$ cat src/rtl/vga_vram_arbiter_if.sv
// vga_vram_arbiter_if
// Bundles the three ports of the video RAM arbiter into one interface:
//   - the VGA scan-out read port: vga_video_on, vga_rd_req, vga_rd_addr,
//     vga_rd_data, vga_rd_valid
//   - the RTC writer port: wr_req, wr_addr, wr_data, wr_ack, wr_full
//   - the single-port RAM port: mem_addr, mem_we, mem_wdata, mem_rdata
// Modports:
//   - master: the surroundings of the arbiter (VGA controller, writer, RAM).
//   - slave: the arbiter itself.
interface vga_vram_arbiter_if #(
  parameter int unsigned ADDR_W = 11,
  parameter int unsigned DATA_W = 8
);

  // Scan-out read port
  logic              vga_video_on;
  logic              vga_rd_req;
  logic [ADDR_W-1:0] vga_rd_addr;
  logic [DATA_W-1:0] vga_rd_data;
  logic              vga_rd_valid;

  // Display-update writer port
  logic              wr_req;
  logic [ADDR_W-1:0] wr_addr;
  logic [DATA_W-1:0] wr_data;
  logic              wr_ack;
  logic              wr_full;

  // Block RAM port
  logic [ADDR_W-1:0] mem_addr;
  logic              mem_we;
  logic [DATA_W-1:0] mem_wdata;
  logic [DATA_W-1:0] mem_rdata;

  modport master (
    output vga_video_on, vga_rd_req, vga_rd_addr,
    output wr_req, wr_addr, wr_data,
    output mem_rdata,
    input  vga_rd_data, vga_rd_valid,
    input  wr_ack, wr_full,
    input  mem_addr, mem_we, mem_wdata
  );

  modport slave (
    input  vga_video_on, vga_rd_req, vga_rd_addr,
    input  wr_req, wr_addr, wr_data,
    input  mem_rdata,
    output vga_rd_data, vga_rd_valid,
    output wr_ack, wr_full,
    output mem_addr, mem_we, mem_wdata
  );

endinterface

$ cat src/rtl/vga_vram_arbiter.sv
// vga_vram_arbiter
// Shares the single-port video RAM between VGA scan-out reads and RTC
// display-update writes. Scan-out reads always win the RAM. Writes are
// buffered in a small FIFO and are retired only in cycles where no read is
// requested, normally during blanking.
// Ports:
//   clk - system clock (50 MHz)
//   rst - asynchronous, active-low reset
//   bus - vga_vram_arbiter_if.slave:
//     vga_video_on, vga_rd_req, vga_rd_addr -> vga_rd_data, vga_rd_valid
//       (read data two clocks after the request is sampled)
//     wr_req, wr_addr, wr_data -> wr_ack (cycle after acceptance), wr_full
//     mem_addr, mem_we, mem_wdata (registered) / mem_rdata (sync RAM)
// Build option:
//   VRAM_ARB_STARVE_GUARD_EN - when defined, a full write queue may also
//   retire into idle cycles of active video, which bounds writer stall.
//   When undefined, writes retire only while vga_video_on is low.
module vga_vram_arbiter #(
  parameter int unsigned ADDR_W   = 11,
  parameter int unsigned DATA_W   = 8,
  parameter int unsigned WQ_DEPTH = 4
) (
  input logic               clk,
  input logic               rst,
  vga_vram_arbiter_if.slave bus
);

  localparam int unsigned PTR_W = (WQ_DEPTH > 1) ? $clog2(WQ_DEPTH) : 1;
  localparam int unsigned CNT_W = PTR_W + 1;
  localparam logic [CNT_W-1:0] FULL_CNT = CNT_W'(WQ_DEPTH);

  typedef struct packed {
    logic [ADDR_W-1:0] addr;
    logic [DATA_W-1:0] data;
  } wq_entry_t;

  typedef enum logic [1:0] {
    IDLE = 2'd0,
    RD   = 2'd1,
    WR   = 2'd2
  } state_t;

  state_t            state_q;
  state_t            state_d;

  wq_entry_t         wq_mem [WQ_DEPTH];
  wq_entry_t         head_c;
  logic [PTR_W-1:0]  wr_ptr_q;
  logic [PTR_W-1:0]  rd_ptr_q;
  logic [CNT_W-1:0]  count_q;
  logic [CNT_W-1:0]  count_d;
  logic              push_c;
  logic              pop_c;
  logic              wr_window_c;

  logic [ADDR_W-1:0] mem_addr_q;
  logic [ADDR_W-1:0] mem_addr_d;
  logic [DATA_W-1:0] mem_wdata_q;
  logic [DATA_W-1:0] mem_wdata_d;
  logic              mem_we_q;
  logic              mem_we_d;

  logic              wr_full_q;
  logic              wr_ack_q;
  logic              rd_inflight_q;
  logic              vga_rd_valid_q;
  logic [DATA_W-1:0] vga_rd_data_q;

  // Queue head feeds the RAM port directly when a write is granted.
  assign head_c = wq_mem[rd_ptr_q];

  // Cycles in which a queued write may use the RAM (reads still take priority).
  always_comb begin
    wr_window_c = !bus.vga_video_on;
`ifdef VRAM_ARB_STARVE_GUARD_EN
    if (wr_full_q) begin
      wr_window_c = 1'b1;
    end
`else
    wr_window_c = wr_window_c;
`endif
  end

  // Per-cycle grant: next state and the RAM port values that go with it.
  always_comb begin
    state_d     = IDLE;
    mem_addr_d  = mem_addr_q;
    mem_wdata_d = mem_wdata_q;
    mem_we_d    = 1'b0;
    if (bus.vga_rd_req) begin
      state_d    = RD;
      mem_addr_d = bus.vga_rd_addr;
    end else if ((count_q != '0) && wr_window_c) begin
      state_d     = WR;
      mem_addr_d  = head_c.addr;
      mem_wdata_d = head_c.data;
      mem_we_d    = 1'b1;
    end
  end

  // Full is judged on the registered count, so a same-cycle pop cannot
  // open a slot for a push.
  assign push_c  = bus.wr_req && !wr_full_q;
  assign pop_c   = (state_d == WR);
  assign count_d = count_q + CNT_W'(push_c) - CNT_W'(pop_c);

  // Grant state register.
  always_ff @(posedge clk or negedge rst) begin
    if (!rst) begin
      state_q <= IDLE;
    end else begin
      state_q <= state_d;
    end
  end

  // Write queue storage; contents are don't-care while the queue is empty.
  always_ff @(posedge clk) begin
    if (push_c) begin
      wq_mem[wr_ptr_q] <= '{addr: bus.wr_addr, data: bus.wr_data};
    end
  end

  // Write queue pointers, occupancy and writer handshake.
  always_ff @(posedge clk or negedge rst) begin
    if (!rst) begin
      wr_ptr_q  <= '0;
      rd_ptr_q  <= '0;
      count_q   <= '0;
      wr_full_q <= 1'b0;
      wr_ack_q  <= 1'b0;
    end else begin
      if (push_c) begin
        wr_ptr_q <= wr_ptr_q + PTR_W'(1);
      end
      if (pop_c) begin
        rd_ptr_q <= rd_ptr_q + PTR_W'(1);
      end
      count_q   <= count_d;
      wr_full_q <= (count_d == FULL_CNT);
      wr_ack_q  <= push_c;
    end
  end

  // RAM port registers.
  always_ff @(posedge clk or negedge rst) begin
    if (!rst) begin
      mem_addr_q  <= '0;
      mem_wdata_q <= '0;
      mem_we_q    <= 1'b0;
    end else begin
      mem_addr_q  <= mem_addr_d;
      mem_wdata_q <= mem_wdata_d;
      mem_we_q    <= mem_we_d;
    end
  end

  // Read return: address goes out in the RD cycle, the RAM samples it on the
  // next edge, and its output is captured one edge later.
  always_ff @(posedge clk or negedge rst) begin
    if (!rst) begin
      rd_inflight_q  <= 1'b0;
      vga_rd_valid_q <= 1'b0;
      vga_rd_data_q  <= '0;
    end else begin
      rd_inflight_q  <= (state_q == RD);
      vga_rd_valid_q <= rd_inflight_q;
      if (rd_inflight_q) begin
        vga_rd_data_q <= bus.mem_rdata;
      end
    end
  end

  assign bus.vga_rd_data  = vga_rd_data_q;
  assign bus.vga_rd_valid = vga_rd_valid_q;
  assign bus.wr_ack       = wr_ack_q;
  assign bus.wr_full      = wr_full_q;
  assign bus.mem_addr     = mem_addr_q;
  assign bus.mem_we       = mem_we_q;
  assign bus.mem_wdata    = mem_wdata_q;

endmodule

$ cat src/flat_wrapper.sv
// flat-port wrapper written by rule: the top's interface ports become plain ports
module vga_vram_arbiter_flat 
#(
  parameter int unsigned ADDR_W   = 11,
  parameter int unsigned DATA_W   = 8,
  parameter int unsigned WQ_DEPTH = 4
)
  (clk, rst, bus_vga_video_on, bus_vga_rd_req, bus_vga_rd_addr, bus_wr_req, bus_wr_addr, bus_wr_data, bus_mem_rdata, bus_vga_rd_data, bus_vga_rd_valid, bus_wr_ack, bus_wr_full, bus_mem_addr, bus_mem_we, bus_mem_wdata);
  vga_vram_arbiter_if #(.ADDR_W(ADDR_W), .DATA_W(DATA_W)) bus_i ();
  input logic clk;
  input logic rst;
  input wire logic [$bits(bus_i.vga_video_on)-1:0] bus_vga_video_on;
  input wire logic [$bits(bus_i.vga_rd_req)-1:0] bus_vga_rd_req;
  input wire logic [$bits(bus_i.vga_rd_addr)-1:0] bus_vga_rd_addr;
  input wire logic [$bits(bus_i.wr_req)-1:0] bus_wr_req;
  input wire logic [$bits(bus_i.wr_addr)-1:0] bus_wr_addr;
  input wire logic [$bits(bus_i.wr_data)-1:0] bus_wr_data;
  input wire logic [$bits(bus_i.mem_rdata)-1:0] bus_mem_rdata;
  output wire logic [$bits(bus_i.vga_rd_data)-1:0] bus_vga_rd_data;
  output wire logic [$bits(bus_i.vga_rd_valid)-1:0] bus_vga_rd_valid;
  output wire logic [$bits(bus_i.wr_ack)-1:0] bus_wr_ack;
  output wire logic [$bits(bus_i.wr_full)-1:0] bus_wr_full;
  output wire logic [$bits(bus_i.mem_addr)-1:0] bus_mem_addr;
  output wire logic [$bits(bus_i.mem_we)-1:0] bus_mem_we;
  output wire logic [$bits(bus_i.mem_wdata)-1:0] bus_mem_wdata;
  assign bus_i.vga_video_on = bus_vga_video_on;
  assign bus_i.vga_rd_req = bus_vga_rd_req;
  assign bus_i.vga_rd_addr = bus_vga_rd_addr;
  assign bus_i.wr_req = bus_wr_req;
  assign bus_i.wr_addr = bus_wr_addr;
  assign bus_i.wr_data = bus_wr_data;
  assign bus_i.mem_rdata = bus_mem_rdata;
  assign bus_vga_rd_data = bus_i.vga_rd_data;
  assign bus_vga_rd_valid = bus_i.vga_rd_valid;
  assign bus_wr_ack = bus_i.wr_ack;
  assign bus_wr_full = bus_i.wr_full;
  assign bus_mem_addr = bus_i.mem_addr;
  assign bus_mem_we = bus_i.mem_we;
  assign bus_mem_wdata = bus_i.mem_wdata;
  vga_vram_arbiter #(.ADDR_W(ADDR_W), .DATA_W(DATA_W), .WQ_DEPTH(WQ_DEPTH)) u_core (.clk(clk), .rst(rst), .bus(bus_i));
endmodule
$ cat config.mk
export PLATFORM = sky130hd
export DESIGN_NAME = vga_vram_arbiter_flat
export DESIGN_NICKNAME = d
export VERILOG_FILES = /design/src/rtl/vga_vram_arbiter_if.sv /design/src/rtl/vga_vram_arbiter.sv /design/src/flat_wrapper.sv
export SDC_FILE = /design/constraint.sdc
export NUM_CORES = 1
export LEC_CHECK = 0
export CAP_MARGIN = 20
export CORE_MARGIN = 2
export CORE_UTILIZATION = 56
export DETAILED_ROUTE_END_ITERATION = 16
export PLACE_DENSITY = 0.89
export SYNTH_ARGS = -nofsm -noshare
export SYNTH_HDL_FRONTEND = slang
export SYNTH_SLANG_ARGS = --single-unit
$ cat constraint.sdc
create_clock -name clk -period 5.5 [get_ports clk]
set_input_delay 1.1 -clock clk [delete_from_list [all_inputs] [get_ports clk]]
set_output_delay 1.1 -clock clk [all_outputs]
set_load 0.01 [all_outputs]
* After elaboration in Yosys (flattened, before gate mapping)
Memory sizes are Yosys's and may differ from the RTL's.
Index checks and enable logic that the tools add are counted.
** Word-level totals
- Register bits :: 41
- Memories :: 1
- Bits of input ports :: 43
- Output and inout port bits :: 31
- Memory bits (writable) :: 76
** Memory list
- u_core.wq_mem :: words 4, bits a word 19, rd ports 1, clocked after memory_dff 0, wr ports 1, line vga_vram_arbiter.sv:46 : wq_entry_t wq_mem [WQ_DEPTH];
** Operators by class
- Reduce and logical (&&, ||, !) cells :: 7
- Add/subtract/negate cells :: 4
- Bitwise gates (word level) :: 1
- Eq/ne operators :: 3
- Mux-type cells :: 8
** Operators with widths (count)
- 11-bit two-way mux :: 2
- 2-bit by 1-bit adder with 2-bit output (second input constant) :: 2
- 1-bit two-way mux :: 4
- 2-bit two-way mux :: 2
- 3-bit by 1-bit adder with 3-bit output :: 1
- 3-bit == test (second input constant) :: 1
- 3-bit nonzero test :: 1
- 3-bit by 1-bit subtractor with 3-bit output :: 1
- 2-bit by 1-bit == test with 1-bit output (second input constant) :: 1
- 2-bit == test (second input constant) :: 1
- 1-bit logical AND :: 2
- 1-bit logical NOT :: 2
- 2-bit AND reduction :: 1
- 2-bit nonzero test :: 1
- 1-bit NOT :: 1

* Logic depth before layout (Yosys ltp)
- Word-level depth :: 7
- Gate-level depth with buffers :: 10
- Mapped depth without buffers :: 9

* Least setup slack after synthesis
No wires, ideal clock.
- Kind :: input to register
- Start point :: input bus_vga_rd_req
- End point :: register u_core.wr_full_q (netlist: u_core.bus.wr_full)
- Data required time :: 5.412 ns
- Buffers on the path :: 1
- Slack :: 2.655 ns
- Arrival time :: 2.757 ns
- Stages :: 10
- Cells stage by stage :: nor2_1 -> and2_4 -> buf_6 -> ha_1 -> inv_1 -> ha_1 -> fa_1 -> xnor2_1 -> xnor2_1 -> nor3b_1
** On the way
- Word-level cells in the longest chain between the ends :: 4
** Ends and longest elaborated chain
- from (decl) :: line flat_wrapper.sv:13 : input wire logic [$bits(bus_i.vga_rd_req)-1:0] bus_vga_rd_req;
- 2-bit two-way mux :: line vga_vram_arbiter.sv:90 : if (bus.vga_rd_req) begin
- 2-bit == test :: line vga_vram_arbiter.sv:104 : assign pop_c = (state_d == WR);
- 3-bit by 1-bit subtractor with 3-bit output :: line vga_vram_arbiter.sv:105 : assign count_d = count_q + CNT_W'(push_c) - CNT_W'(pop_c);
- net u_core.count_d[2] :: line vga_vram_arbiter.sv:51 : logic [CNT_W-1:0] count_d;
- 3-bit == test :: line vga_vram_arbiter.sv:139 : wr_full_q <= (count_d == FULL_CNT);
- to (signal assigned) :: line vga_vram_arbiter.sv:139
- to (decl) :: line vga_vram_arbiter.sv:63 : logic wr_full_q;
The timed path passes the listed nets, and every way through them passes these cells.
A chain may end at the register's enable or synchronous reset.

* Worst setup path after layout
Ends and elaborated chain as after synthesis.

==> summary.md <==
| Metric | Value |
|---|---|
| Register area | 3280 um^2 |
| Number of global-route vias before repair | 2499 |
| Tmin final | ~3300 ps |
| Area Overhead vs Synth | 32.2% |
| Worst R2R Path Depth | 9 |
| Post-CTS setup buffer count | 0 |
| Vias/cell | 5.56 |
| ANT nets after route | 0 |
| Starting density of the core | between 50% and 60% |
| Final #Nets | between 300 and 400 |
| P per Cell Area | ~530 nW/um^2 |
| DP HPWL | between 4000 and 5000 um |
| Crit Path Category | input port to flip-flop |
| Drt total wl | 8290 um |
| Number of diodes | 0 |
| CTS Sinks | 116 |
| Outcome | finished, final reports clean |
| Crit. End Element | flip-flop |
| TritonCTS Buffers | 17 |
| Clock Skew | roughly 5.3 ps |
| Crit-path max FO | 21 |
| Startpoint types | input port |
| R2r setup slk | between 2000 and 3000 ps |
| Worst R2R Start | u_core.count_q[1] |
| Synth unique cells | 25 |
| Share of layout cells above drive strength 1 | 22.7% |
| Global-route usage over all layers | a little over a fifth |
| Data required, critical path | 5920 ps |
| Hold Worst Slack | roughly 420 ps |
| Overall Power | 3.11 mW |
| Max_cap viols | 0 |
| Total gr overflow | 0 |
| Final cycle utilization of the critical path | 60.6% |
| Initial DRT Pass Iterations | 4 |
| Leak | 2.15 nW |
| Full die area | 8580 um^2 |
| Area of the multi-input gates | 1020 um^2 |
| Pin count of the biggest net entering global routing | 41 |
| Synth Cell Area | about 4400 um^2 |
| Hold_sp | u_core.bus.mem_we |
| Die H | 92.6 um |
| Drt initial violations | 150 |
| Clk Latency, worst-skew pair | 510 ps |
| CTS tree | yes |
| Final GP Congestion | 0.720 |
| Maximum clock insertion buffer count | 2 |
| IO Pins | 74 |
| Routed wire per std cell | 20.0 um |
| Worst slew pin tran | roughly 1100 ps |
| Post-Synthesis Cells | between 200 and 250 |
| Synth warn | 0 |
| RSZ-0062 raised after global routing | no |
| Final hold vios | 0 |
| Initial antenna violation count | 0 |
| Reg2Reg Capture Point | u_core.bus.wr_full |
| Placement Rows | 32 |
| Hold endpoint | u_core.rd_inflight_q |
| # setup viols final | 0 |
| IO buf count | 73 |
| Total number of vias | between 2000 and 2500 |
| Maximum VDD drop | 0.307 mV |
| Clk pin slew, worst setup/hold paths | approximately 60 ps |
| H-tree depth | 4 |
| Final Max Tran Viols | 0 |
| Fmax achieved | 300 MHz |
| Most common cell after layout, fill and taps aside | edfxtp_1 |
| Hold path depth | 1 |
| Core Region | approximately 7700 um^2 |
| Sequential fraction of the synthesis area | roughly 75% |
| Number of synthesized register bits | 116 |
| First-pass GRT wire length | 13100 um |
| Syn Nets | 267 |
| Commonest cells after routing, fill and taps aside | edfxtp_1, clkdlybuf4s50_1, dfrtp_1 |
| Post-cts resize count | 0 |
| Arrival @ worst endpoint | 3750 ps |
| Slew HR | 25.9% |
| Die W | 92.6 um |
| Setup TNS | 0 ps |
| Avg Synthesized Cell Area | between 20 and 25 um^2 |
| Filler cell count | about 450 |
| Root Buffer | clkbuf_8 |
| Number of hold buffers added after cts | 0 |
| Hold crit path type | flip-flop to flip-flop |
| Post-route DRC | 0 |
==> kinds of logic (layout without fill, tap and decap cells) <==
kind of cell               after synthesis  in the layout  synth area share (%)
DFF                                    116            116                  74.7
AOI/OAI and AO/OA                       13             13                  2.73
and+or+nand+nor                         24             24                  3.47
muxes                                   35             35                  13.9
xor gates and xnor gates                 5              5                 0.996
adders and majority gates                7              7                  2.16
buffers and inverters                   17            113                  2.08
==> stage by stage <==
| step | instances | cell area [um^2] | worst slack [ps] | util, % |
|---|---|---|---|---|
| after global routing | 415 | 5810 | 1960 | 75.6 |
| after global placement | 383 | 5190 | 1790 | 67.6 |
| after CTS | 415 | 5810 | 2140 | 75.6 |
| after floorplan | 217 | 4400 | 2660 | - |
| final | 415 | 5810 | 2170 | 75.6 |
| after detailed placement | 383 | 5190 | 1640 | 67.6 |
==> layout make-up <==
type,instances,area share [%]
clock inverter,15,3.55
clock buffer,17,7.12
tap,102,2.19
sequential,116,56.5
inverter,7,0.452
timing repair buffer,74,12.6
multi-input combinational,84,17.6
==> state kept, by name, indices dropped and copies added (netlist names) <==
signal / cells
u_core.state_q: 1
u_core.bus.wr_ack: 1
u_core.wr_ptr_q: 2
u_core.bus.mem_wdata: 8
u_core.bus.mem_we: 1
u_core.rd_inflight_q: 1
u_core.bus.vga_rd_data: 8
u_core.bus.mem_addr: 11
u_core.count_q: 3
u_core.rd_ptr_q: 2
u_core.bus.wr_full: 1
u_core.wq_mem: 76
u_core.bus.vga_rd_valid: 1
==> where the power goes <==
| part | leakage (nW) | internal (mW) | switching [mW] |
|---|---|---|---|
| clock network | 0.299 | 0.739 | 0.395 |
| logic | 0.675 | 0.403 | 0.289 |
| registers | 1.17 | 1.15 | 0.135 |
==> routing by layer <==
layer / part of all wire [%] / global-route usage [%]
met1: 40 / 25.5
met2: 52 / 35.9
met3: 6.6 / 6.43
met4: 1.3 / 9.56
met5: 0 / 0
==> synth_stat cells (all sizes together) <==
cell type | n | area, um^2
edfxtp | 76 | 2280
dfrtp | 40 | 1000
mux4 | 19 | 428
and2 | 17 | 109
mux2 | 16 | 184
a221o | 11 | 110
inv | 7 | 26.3
ha | 6 | 75.1
buf | 5 | 46.3
clkbuf | 5 | 18.8
xnor2 | 4 | 35.0
nor2b | 2 | 12.5
a21oi | 1 | 5.00
fa | 1 | 20.0
nand2 | 1 | 3.75
nand3 | 1 | 5.00
nor2 | 1 | 3.75
nor3b | 1 | 7.51
o21ai | 1 | 5.00
or3 | 1 | 11.3
xor2 | 1 | 8.76
==> how the worst max path moves through the flow <==
stage / startpoint / endpoint / slack, ps / depth (start not counted)
finish: bus_vga_rd_req / u_core.bus.wr_full / 2170 / 10
global route: bus_vga_rd_req / u_core.bus.wr_full / 1960 / 10
CTS: bus_vga_rd_req / u_core.bus.wr_full / 2140 / 10
detailed placement: bus_vga_rd_req / u_core.bus.wr_full / 1640 / 10
global placement: bus_vga_rd_req / u_core.bus.wr_full / 1790 / 10
floorplan: bus_vga_rd_req / u_core.bus.wr_full / 2660 / 10
==> critical path, cell delays in order <==
cell             delay, ps
clkdlybuf4s50_1        740
nor2_1                 160
and2_4                 290
ha_1                   310
inv_1                   40
ha_1                   200
fa_1                   370
xnor2_1                190
xnor2_1                160
nor3b_1                190
Power figures use the tool's default switching activity.
